<file path="src/rtl/modulo_contador_sync_param_if.sv">
// rtl/modulo_contador_sync_param_if.sv - control/status bundle for the modulo counter
interface modulo_contador_sync_param_if #(
  parameter int WIDTH = 7
);
  logic             load;
  logic [WIDTH-1:0] e;
  logic             en;
  logic             up;
  logic [WIDTH-1:0] q;
  logic [WIDTH-1:0] q_bar;
  logic             tc;
  logic             wrap;

  modport master (output load, e, en, up, input q, q_bar, tc, wrap);
  modport slave  (input load, e, en, up, output q, q_bar, tc, wrap);
endinterface

</file>
<file path="src/rtl/modulo_contador_sync_param.sv">
// rtl/modulo_contador_sync_param.sv - up/down modulo counter with saturating load and wrap flags
module modulo_contador_sync_param #(
  parameter int WIDTH     = 7,
  parameter int MODULO    = 100,
  parameter int RESET_VAL = 0
) (
  input  logic                         clk,
  input  logic                         clr,
  modulo_contador_sync_param_if.slave  bus
);

  localparam logic [WIDTH-1:0] LAST    = WIDTH'(MODULO - 1);
  localparam logic [WIDTH:0]   MOD_EXT = (WIDTH+1)'(MODULO);
  localparam logic [WIDTH-1:0] RST_Q   = WIDTH'(RESET_VAL);

  logic [WIDTH-1:0] q_q, q_d;
  logic             wrap_q, wrap_d;
  logic             e_in_range;
  logic             at_last, at_zero;

  // Extra bit lets MODULO == 2**WIDTH compare correctly.
  assign e_in_range = ({1'b0, bus.e} < MOD_EXT);
  assign at_last    = (q_q == LAST);
  assign at_zero    = (q_q == '0);

  always_comb begin
    q_d    = q_q;
    wrap_d = 1'b0;
    if (bus.load) begin
      q_d = e_in_range ? bus.e : LAST;
    end else if (bus.en) begin
      if (bus.up) begin
        if (at_last) begin
          q_d    = '0;
          wrap_d = 1'b1;
        end else begin
          q_d = q_q + WIDTH'(1);
        end
      end else begin
        if (at_zero) begin
          q_d    = LAST;
          wrap_d = 1'b1;
        end else begin
          q_d = q_q - WIDTH'(1);
        end
      end
    end
  end

  always_ff @(posedge clk or posedge clr) begin
    if (clr) begin
      q_q    <= RST_Q;
      wrap_q <= 1'b0;
    end else begin
      q_q    <= q_d;
      wrap_q <= wrap_d;
    end
  end

  assign bus.q     = q_q;
  assign bus.q_bar = ~q_q;
  assign bus.wrap  = wrap_q;
  assign bus.tc    = bus.en & ~bus.load & (bus.up ? at_last : at_zero);

endmodule

</file>
<file path="src/flat_wrapper.sv">
// flat-port wrapper written by rule: the top's interface ports become plain ports
module modulo_contador_sync_param_flat 
#(
  parameter int WIDTH     = 7,
  parameter int MODULO    = 100,
  parameter int RESET_VAL = 0
)
  (clk, clr, bus_load, bus_e, bus_en, bus_up, bus_q, bus_q_bar, bus_tc, bus_wrap);
  modulo_contador_sync_param_if #(.WIDTH(WIDTH)) bus_i ();
  input  logic clk;
  input  logic clr;
  input wire logic [$bits(bus_i.load)-1:0] bus_load;
  input wire logic [$bits(bus_i.e)-1:0] bus_e;
  input wire logic [$bits(bus_i.en)-1:0] bus_en;
  input wire logic [$bits(bus_i.up)-1:0] bus_up;
  output wire logic [$bits(bus_i.q)-1:0] bus_q;
  output wire logic [$bits(bus_i.q_bar)-1:0] bus_q_bar;
  output wire logic [$bits(bus_i.tc)-1:0] bus_tc;
  output wire logic [$bits(bus_i.wrap)-1:0] bus_wrap;
  assign bus_i.load = bus_load;
  assign bus_i.e = bus_e;
  assign bus_i.en = bus_en;
  assign bus_i.up = bus_up;
  assign bus_q = bus_i.q;
  assign bus_q_bar = bus_i.q_bar;
  assign bus_tc = bus_i.tc;
  assign bus_wrap = bus_i.wrap;
  modulo_contador_sync_param #(.WIDTH(WIDTH), .MODULO(MODULO), .RESET_VAL(RESET_VAL)) u_core (.clk(clk), .clr(clr), .bus(bus_i));
endmodule
</file>
<file path="config.mk">
export PLATFORM = sky130hd
export DESIGN_NAME = modulo_contador_sync_param_flat
export DESIGN_NICKNAME = d
export VERILOG_FILES = /design/src/rtl/modulo_contador_sync_param_if.sv /design/src/rtl/modulo_contador_sync_param.sv /design/src/flat_wrapper.sv
export SDC_FILE = /design/constraint.sdc
export NUM_CORES = 1
export LEC_CHECK = 0
export ABC_AREA = 1
export CORE_MARGIN = 8
export CORE_UTILIZATION = 40
export DETAILED_ROUTE_END_ITERATION = 16
export PLACE_DENSITY = 0.78
export SLEW_MARGIN = 5
export SYNTH_ARGS = -nofsm -noshare
export SYNTH_HDL_FRONTEND = slang
export SYNTH_SLANG_ARGS = --single-unit
</file>
<file path="constraint.sdc">
create_clock -name clk -period 1.8 [get_ports clk]
set_input_delay 0.36 -clock clk [delete_from_list [all_inputs] [get_ports clk]]
set_output_delay 0.36 -clock clk [all_outputs]
set_load 0.02 [all_outputs]
</file>
==> results.yml <==
outcome:
  failed_checks: "setup timing"
  outcome: "finished with violations"
clock_tree:
  clockBufferDepth: 2
  root_buffer: "clkbuf_4"
  cts_tree: "done"
  clock_latency_ns: 0.27
  cts.clk_slew.worst_paths_ns: 0.06
  htreeDepth: 1
  numCtsBuffers: 3
  cts_sinks: 8
  postCtsHoldBufs: 0
synthesis:
  yosys.area.top_type: "dfrtp_1"
  yosys-top-cells-count: "31 x nand2_1, 16 x nand3_1, 12 x nor2_1, 11 x inv_1, 8 x dfrtp_1"
  netlist_area_um2: 802
  ys_seq_elements: 8
  synth_fp_nets: 137
  syn_inst: 122
  synth_most_common_cell: "nand2_1"
  synth.distinct_cells: 24
  yosys_warnings: 0
  synthArstFlopShare: 1.00
  yosysSeqAreaShare: 0.250
  synth.avg_cell_area_um2: 6.57
  synth_flop_cell: "dfrtp_1"
  netlist.area_leader.share: 0.250
  synth-edff-count: 0
  synth_area_leaders: "dfrtp_1 25%, nand2_1 15%, nand3_1 10%, nor2_1 5.6%, nor2_4 5.6%"
final_layout:
  n_antenna_cell: 0
  area_growth_pct: 63.7
  layout-drive-gt1-share: 0.303
  seq_area_um2: 200
  fin_nets: 192
  multiInputGateArea_um2: 552
  layout.cells.non_filler: 202
  nFillCells: 172
placement:
  port-buffer-count: 27
  gp_congestion: 0.876
  dp_slack_ns: -0.358
  placedCellCount: 198
  post-dp-hpwl_um: 2260
timing:
  setup_viol: 1
  slew_violations: 0
  hold_slack_ns: 0.354
  fin_worst_skew_ns: 0.00238
  maxSlewHeadroom: 0.758
  rsz0062_at_grt: "true"
  worst_pin_slew_ns: 0.362
  fin_crit_ns: 1.88
  period_share: 1.05
  worst_slack_ns: -0.0849
  hold_viol_final: 0
  timing.fmax_ghz: 0.531
floorplan:
  start_util: 0.417
  die_w_um: 60.8
  num_rows: 16
  dieArea_um2: 3690
  core-area_um2: 1920
  die_height_um: 60.8
  boundaryPins: 28
routing:
  vias: 1025
  avgViaCountPerCell: 5.07
  post-route-drc-count: 0
  dr.first_iter.drc_count: 33
  wl_per_cell_um: 13.8
  drt-pass1-iter-count: 4
  detail-route-antenna-nets: 0
  totalWireLength_um: 2790
grt:
  grt_first_pass_wirelength_um: 4510
  met3_usage: 0.0657
  grt_usage: 0.164
  use_met1: 0.167
  grt-busiest-layer: "met2"
  grt_pass1_vias: 1021
  grt_max_degree: 9
  antenna_found_initial: 0
  grt_use_met2: 0.291
  grt_overflow: 0
critical_path:
  cp.buffers_inverters: 3
  crit_family: "simple AND/OR/NAND/NOR gates"
  crit_required_ns: 1.44
  crit_chain: "inv_2, ha_4, inv_2, nor2_4, nand3_2, nand2_2, nand2_2, nor2_2, buf_6"
  setup.worst_path.end_class: "output port"
  critical_path_class: "flop to output port"
  critPathMaxStageDelay_ns: 0.39
  crit_path_top_delay_cell: "dfrtp_1"
  startpoint_type: "flop"
  cp_max_fo: 2
  arrival_ns: 1.52
worst_hold_path:
  hold_path.class: "input pin to asynchronous set/reset pin"
run:
  drv_cap: 0
pwr:
  leakage_nw: 0.645
  powerDensity_nw_per_um2: 659
  ir_drop_uv: 558
-- routing by layer --
layer / vias up / wire (um)
met4: 0 / 27
met5: - / 0
met2: 46 / 1390
met3: 4 / 160
met1: 469 / 1210
li1: 506 / -
-- where the power goes --
group	internal, mW	switching [mW]	total, mW
registers	0.201	0.0239	0.225
logic	0.214	0.272	0.486
clock network	0.0774	0.0768	0.154
total	0.493	0.373	0.865
-- cell type report --
type / count / area share
Timing Repair Buffer: 52 / 0.338
Tap cell: 27 / 0.0257
Clock buffer: 3 / 0.0172
Inverter: 16 / 0.0458
Sequential cell: 8 / 0.153
Multi-Input combinational cell: 96 / 0.420
-- flip-flops by register name, indices dropped and copies added (netlist names) --
name / cells
u_core.bus.q: 7
u_core.bus.wrap: 1
-- per-stage QoR --
stage | total power, mW | TNS, ns | area, um^2 | utilization
after global placement | 0.710 | -0.329 | 1270 | 0.659
after floorplan | 0.481 | 0 | 805 | -
final | 0.865 | -0.0849 | 1310 | 0.683
after detailed placement | 0.719 | -0.358 | 1270 | 0.659
after global routing | 0.916 | -0.123 | 1310 | 0.683
after CTS | 0.852 | -0.132 | 1270 | 0.663
-- repair_timing --
item | CTS | global route
endpoints found under the hold margin | 0 | 0
buffers inserted | 0 | 1
setup endpoints to repair | 13 | 1
pin swaps | 0 | 4
cloned | 0 | 0
gates resized for setup | 18 | 8
-- final timing paths --
path / from / end / slack [ns] / cells past startpoint
worst min register to register: u_core.bus.q[0] / u_core.bus.q[0] / 0.67 / 3
worst max-delay path: u_core.bus.q[0] / bus_tc / -0.08 / 9
worst min-delay path: clr / u_core.bus.q[0] / 0.35 / 2
max in group asynchronous: clr / u_core.bus.q[5] / 1.18 / 2
worst max register to register: u_core.bus.q[0] / u_core.bus.q[2] / 0.19 / 10
min in group clk: u_core.bus.q[0] / u_core.bus.q[0] / 0.67 / 3
-- cells in the final DEF (no fill, tap or decap), drive strengths merged --
master	netlist	layout
inv	16	16
or2	1	1
dlygate4sd2	0	12
nand4	5	5
a21oi	3	3
nor2	19	19
nand3	16	16
nand2	33	33
o21ai	4	4
clkdlybuf4s50	0	14
ha	3	3
o211ai	2	2
o22ai	1	1
dfrtp	8	8
o21bai	1	1
xor2	3	3
clkbuf	0	3
buf	2	26
a31oi	2	2
nor3	1	1
a22oi	2	2
-- cell families (layout without fill, tap and decap cells) --
family,count (synthesis),after routing,share of synthesized area
adders and majority gates,3,3,0.0468
AOI/OAI and AO/OA,15,15,0.119
buffers and inverters,18,71,0.103
xor gates and xnor gates,3,3,0.0328
and+or+nand+nor,75,75,0.449
DFF,8,8,0.250
Power figures use the tool's default switching activity.
